### config.mk
export PLATFORM = sky130hd
export DESIGN_NAME = instruction_sequencer
export DESIGN_NICKNAME = d
export VERILOG_FILES = /design/src/rtl/ssm_ctrl_pkg.sv /design/src/rtl/fsm_watchdog.sv /design/src/rtl/instruction_sequencer.sv
export SDC_FILE = /design/constraint.sdc
export NUM_CORES = 1
export LEC_CHECK = 0
export ABC_CLOCK_PERIOD_IN_PS = 4000
export BUFFER_PORTS_ARGS = -buffer_cell sky130_fd_sc_hd__buf_4
export CAP_MARGIN = 5
export CELL_PAD_IN_SITES_DETAIL_PLACEMENT = 1
export CELL_PAD_IN_SITES_GLOBAL_PLACEMENT = 1
export CORE_MARGIN = 1
export CORE_UTILIZATION = 40
export DETAILED_ROUTE_END_ITERATION = 10
export PLACE_DENSITY_LB_ADDON = 0.1
export SLEW_MARGIN = 20
export SYNTH_ARGS = -nofsm -noshare
export SYNTH_HDL_FRONTEND = slang
export SYNTH_HIERARCHICAL = 1
export SYNTH_SLANG_ARGS = --single-unit
export TNS_END_PERCENT = 30
### constraint.sdc
create_clock -name clock -period 4 [get_ports clock]
set_input_delay 0 -clock clock [delete_from_list [all_inputs] [get_ports clock]]
set_output_delay 0 -clock clock [all_outputs]
set_load 0.01 [all_outputs]
### src/rtl/ssm_ctrl_pkg.sv
// Shared definitions for the instruction sequencer: opcodes, state encoding,
// one-hot sub-FSM selects and the watchdog limit.
package ssm_ctrl_pkg;

   localparam logic [3:0] OP_NOP = 4'd0;
   localparam logic [3:0] OP_MOV = 4'd1;
   localparam logic [3:0] OP_ADD = 4'd2;
   localparam logic [3:0] OP_SUB = 4'd3;
   localparam logic [3:0] OP_XOR = 4'd4;

   typedef enum logic [2:0] {
      ST_IDLE   = 3'd0,
      ST_DECODE = 3'd1,
      ST_START  = 3'd2,
      ST_WAIT   = 3'd3,
      ST_RETIRE = 3'd4
   } state_t;

   localparam int FSM_IDX_MOV = 0;
   localparam int FSM_IDX_ADD = 1;
   localparam int FSM_IDX_SUB = 2;
   localparam int FSM_IDX_XOR = 3;

   localparam logic [3:0] SEL_MOV = 4'b0001;
   localparam logic [3:0] SEL_ADD = 4'b0010;
   localparam logic [3:0] SEL_SUB = 4'b0100;
   localparam logic [3:0] SEL_XOR = 4'b1000;

   localparam logic [7:0] TIMEOUT_LIMIT = 8'd255;

   // One-hot sub-FSM select for an opcode; zero for NOP and illegal opcodes.
   function automatic logic [3:0] op_to_sel(input logic [3:0] op);
      logic [3:0] sel;
      sel = 4'b0000;
      case (op)
         OP_MOV:  sel = SEL_MOV;
         OP_ADD:  sel = SEL_ADD;
         OP_SUB:  sel = SEL_SUB;
         OP_XOR:  sel = SEL_XOR;
         default: sel = 4'b0000;
      endcase
      return sel;
   endfunction

   function automatic logic op_is_illegal(input logic [3:0] op);
      return (op > OP_XOR);
   endfunction

endpackage

### src/rtl/fsm_watchdog.sv
// Watchdog for the WAIT state: cleared on WAIT entry, counts each WAIT cycle
// and flags expiry once the count sits at the limit.
module fsm_watchdog
   import ssm_ctrl_pkg::*;
(
   input  logic       clock,
   input  logic       reset,
   input  logic       clear,
   input  logic       enable,
   output logic       expired,
   output logic [7:0] count
);

   assign expired = (count == TIMEOUT_LIMIT);

   // Count WAIT cycles; hold at the limit so the counter never wraps.
   always_ff @(posedge clock) begin
      if (reset) begin
         count <= 8'd0;
      end else if (clear) begin
         count <= 8'd0;
      end else if (enable && !expired) begin
         count <= count + 8'd1;
      end
   end

endmodule

### src/rtl/instruction_sequencer.sv
// Instruction sequencer: accepts one instruction word at a time, dispatches
// it to one of four sub-FSMs, waits for its done and retires it.
//
//   state  | meaning
//   -------+-----------------------------------------------------------
//   IDLE   | ready for a new instruction
//   DECODE | latched opcode inspected; illegal_op pulses here if undefined
//   START  | one-cycle FSM_start to the selected sub-FSM, bus granted
//   WAIT   | bus granted, waiting for the selected done bit or watchdog
//   RETIRE | retire pulse, retired_count advances
module instruction_sequencer
   import ssm_ctrl_pkg::*;
(
   input  logic        clock,
   input  logic        reset,
   input  logic        instr_valid,
   input  logic [15:0] instruction,
   output logic        instr_ready,
   output logic [3:0]  FSM_start,
   input  logic [3:0]  FSM_done,
   output logic [5:0]  param1,
   output logic [5:0]  param2,
   output logic [3:0]  bus_owner,
   output logic        retire,
   output logic        illegal_op,
   output logic        timeout,
   output logic [15:0] retired_count,
   output logic        busy
);

   state_t     state;
   logic [3:0] opcode;
   logic [3:0] sel;
   logic       wd_expired;
   logic [7:0] wd_count;

   assign instr_ready = (state == ST_IDLE);
   assign busy        = (state != ST_IDLE);

   fsm_watchdog u_watchdog (
      .clock   (clock),
      .reset   (reset),
      .clear   (state == ST_START),
      .enable  (state == ST_WAIT),
      .expired (wd_expired),
      .count   (wd_count)
   );

   // Sequencer state machine with registered pulse, select and grant outputs.
   always_ff @(posedge clock) begin
      if (reset) begin
         state         <= ST_IDLE;
         opcode        <= OP_NOP;
         sel           <= 4'b0000;
         param1        <= 6'd0;
         param2        <= 6'd0;
         FSM_start     <= 4'b0000;
         bus_owner     <= 4'b0000;
         retire        <= 1'b0;
         illegal_op    <= 1'b0;
         timeout       <= 1'b0;
         retired_count <= 16'd0;
      end else begin
         FSM_start  <= 4'b0000;
         retire     <= 1'b0;
         illegal_op <= 1'b0;
         timeout    <= 1'b0;
         case (state)
            ST_IDLE: begin
               bus_owner <= 4'b0000;
               if (instr_valid) begin
                  opcode     <= instruction[15:12];
                  sel        <= op_to_sel(instruction[15:12]);
                  param1     <= instruction[11:6];
                  param2     <= instruction[5:0];
                  illegal_op <= op_is_illegal(instruction[15:12]);
                  state      <= ST_DECODE;
               end
            end
            ST_DECODE: begin
               if (opcode == OP_NOP) begin
                  retire <= 1'b1;
                  state  <= ST_RETIRE;
               end else if (sel != 4'b0000) begin
                  FSM_start <= sel;
                  bus_owner <= sel;
                  state     <= ST_START;
               end else begin
                  state <= ST_IDLE;
               end
            end
            ST_START: begin
               state <= ST_WAIT;
            end
            ST_WAIT: begin
               if ((FSM_done & sel) != 4'b0000) begin
                  retire    <= 1'b1;
                  bus_owner <= 4'b0000;
                  state     <= ST_RETIRE;
               end else if (wd_expired) begin
                  timeout   <= 1'b1;
                  bus_owner <= 4'b0000;
                  state     <= ST_IDLE;
               end
            end
            ST_RETIRE: begin
               retired_count <= retired_count + 16'd1;
               state         <= ST_IDLE;
            end
            default: begin
               bus_owner <= 4'b0000;
               state     <= ST_IDLE;
            end
         endcase
      end
   end

endmodule

==> results.ini <==
[yosys]
synth.area.top_cells = dfxtp_1 48%, nand2_1 7.8%, a21oi_1 6.6%, nor2_1 2.5%, o31ai_1 2.2%
synthArstFlopShare_pct = 0
syn_area_um2 = 2410
synthFlopType = dfxtp_1
synth_common_cells = 58 x dfxtp_1, 50 x nand2_1, 32 x a21oi_1
synth_edf_count = 0
ys_seq_elements = 58
yosysUniqueCellTypes = 45
yosysTopAreaCell = dfxtp_1
syn_nets = 303
synth_most_common_cell = dfxtp_1
ys_seq_area_share_pct = 48.1
synth_cells = 278
netlist.area_leader.share_pct = 48.1
syn_avg_cell_area_um2 = 8.68
yosys_warnings = 6

[clock_network]
postCtsSetupBuffers = 0
cts.htree.levels = 3
clk_pin_slew_ps = 60
cts_root_buf = clkbuf_8
cts_resized = 0
cts_tree = yes
numCtsBuffers = 9
clockBufferDepth = 2
cts_sinks = 58
insertion_delay_ps = 330

[setup_path]
crit_family = simple AND/OR/NAND/NOR gates
end_kind = flip-flop
crit_type = reg -> reg
critPathBufInv = 0
ff2ff_setup_slack_ps = 1880
arrival_ps = 2380
max_stage_delay_ps = 530
r2r_end = retired_count[15]
crit_chain = or3b_1 > or2_1 > or4_1 > a21oi_1
cp-start-kind = flip-flop
slowest_stage = or4_1
r2r_start = state[2]
path_depth = 4
crit_path_start = state[2]
cp.required_ps = 4250
path_max_fanout = 9
timing.reg2reg.worst_path_depth = 4
crit_end = retired_count[15]

[placement]
portBuffers = 63
placed_area_um2 = 2920
place_congestion = 0.754
dp_hpwl_mm = 4.25

[drt]
vias = 2299
drt_pass1_iterations = 4
drtIter0Drc = 34
routed_wl_mm = 6.41
drc = 0
routedWlPerCell_um = 14.9
viasPerCell = 5.33
ant_nets = 0

[floorplanning]
rows = 27
dieWidth_um = 79.7
io_pins = 64
dieArea_um2 = 6350
core_area_um2 = 5680
initial_core_util_pct = 42.5
dieHeight_um = 79.7

[global_routing]
met2_usage_pct = 37.7
grt-busiest-layer = met2
grt_usage_pct = 22.3
gr-usage-met3_pct = 5.03
grt_pass1_wl_mm = 11.0
grt_pass1_vias = 2349
antenna_found_initial = 0
grt_overflow = 0
grt_max_degree = 53
use_met1_pct = 26.7

[run]
cap_violations = 0

[power]
powerDensity_nw_per_um2 = 372
p_leak_nw = 1.37
max-vdd-ir-drop_mv = 0.270

[sta]
hold_viol_final = 0
hold_slack_ps = 111
setup_violations = 0
rsz0062_at_grt = false
fin_worst_skew_ps = 6.24
final.setup.tns_ps = 0
relSlewSlack_pct = 44.0
fmax_mhz = 471
maxSlewViolCount = 0
fin_crit_ps = 2120
min_period_over_period_pct = 53.1
worst_pin_slew_ps = 838

[finish]
layout-drive-gt1-share_pct = 22.8
finish.instance_area_um2 = 3250
final_util_pct = 57.2
n_fill_cell = 677
multiInputGateArea_um2 = 1160
regArea_um2 = 1160
diodes = 0
area_growth_pct = 34.5
nets = 380

[status]
status = complete, no violations

[min_path]
min_path_type = in -> reg

[layer usage]
metal	share of wire [%]	vias to the layer above
met2	50	42
met4	1.8	0
li1	-	1141
met5	0	-
met1	44	1105
met3	3.7	11
[sequential cells by signal (all words and copies together), names as in the netlist, 3 cells and up]
register	cells
param1	6
retired_count	16
u_watchdog/count	8
FSM_start	4
opcode	4
bus_owner	4
state	3
param2	6
sel	4
[worst reg2reg max path: stages, from the launching register on]
cell,delay [ps]
dfxtp_1,480
or3b_1,500
or2_1,380
or4_1,530
a21oi_1,170
[worst min path at each step]
stage | start | cells after the start | endpoint | slack (ps)
after floorplan | reset | 1 | u_watchdog/count[3] | 70
after global placement | instruction[7] | 3 | param1[1] | 250
after detailed placement | instruction[9] | 3 | param1[3] | 260
after CTS | instr_valid | 4 | state[0] | 100
after global routing | instr_valid | 4 | state[0] | 150
final | instr_valid | 4 | state[0] | 110
[what timing repair did]
item / 4_1_cts / 5_1_grt
endpoints found under the hold margin: 20 / 0
hold buffers: 16 / 0
endpoints found under the setup margin: 0 / 0
[layout make-up]
class | count | area share [%]
multi-input combinational | 200 | 35.9
sequential | 58 | 35.8
timing repair buffer | 79 | 19.5
clock buffer | 12 | 4.78
tap | 72 | 2.78
inverter | 7 | 0.810
clock inverter | 3 | 0.463
[layout by cell type, fill, tap and decap left out, types with 4 or more instances in the layout]
cell type / instances
nand2_1: 50
nor3_1: 5
dlygate4sd3_1: 16
buf_4: 63
nor2_1: 16
o31ai_1: 7
a21oi_1: 32
nand3_1: 9
dfxtp_1: 58
nor4_1: 4
mux2i_1: 4
xor2_1: 5
xnor2_1: 5
inv_1: 7
o21ai_0: 4
or3_1: 5
nand4_1: 6
clkbuf_8: 11
or4_1: 5
and3_1: 6
[power breakdown]
group / leakage [nW] / switching, mW / internal [mW]
Clock: 0.0920 / 0.221 / 0.252
Combinational: 0.806 / 0.0678 / 0.0597
Sequential: 0.470 / 0.0123 / 0.594
Total: 1.37 / 0.301 / 0.906
[stage by stage]
stage	worst slack, ps	power, mW	std cells
floorplan	2060	0.680	278
global placement	2000	0.731	400
detailed placement	1940	0.734	400
CTS	1870	1.22	431
global route	1770	1.26	431
finish	1880	1.21	431
[kinds of logic (layout without fill, tap and decap cells)]
family / after synthesis / after routing / share of synthesized area (%)
flops: 58 / 58 / 48.1
simple gates: 128 / 128 / 27.5
buf+inv: 20 / 101 / 3.63
xor+xnor: 10 / 10 / 3.63
fa+ha+maj: 2 / 2 / 1.04
mux: 4 / 4 / 1.66
compound gates: 56 / 56 / 14.4
No activity file was read; power rests on OpenSTA's default activity.
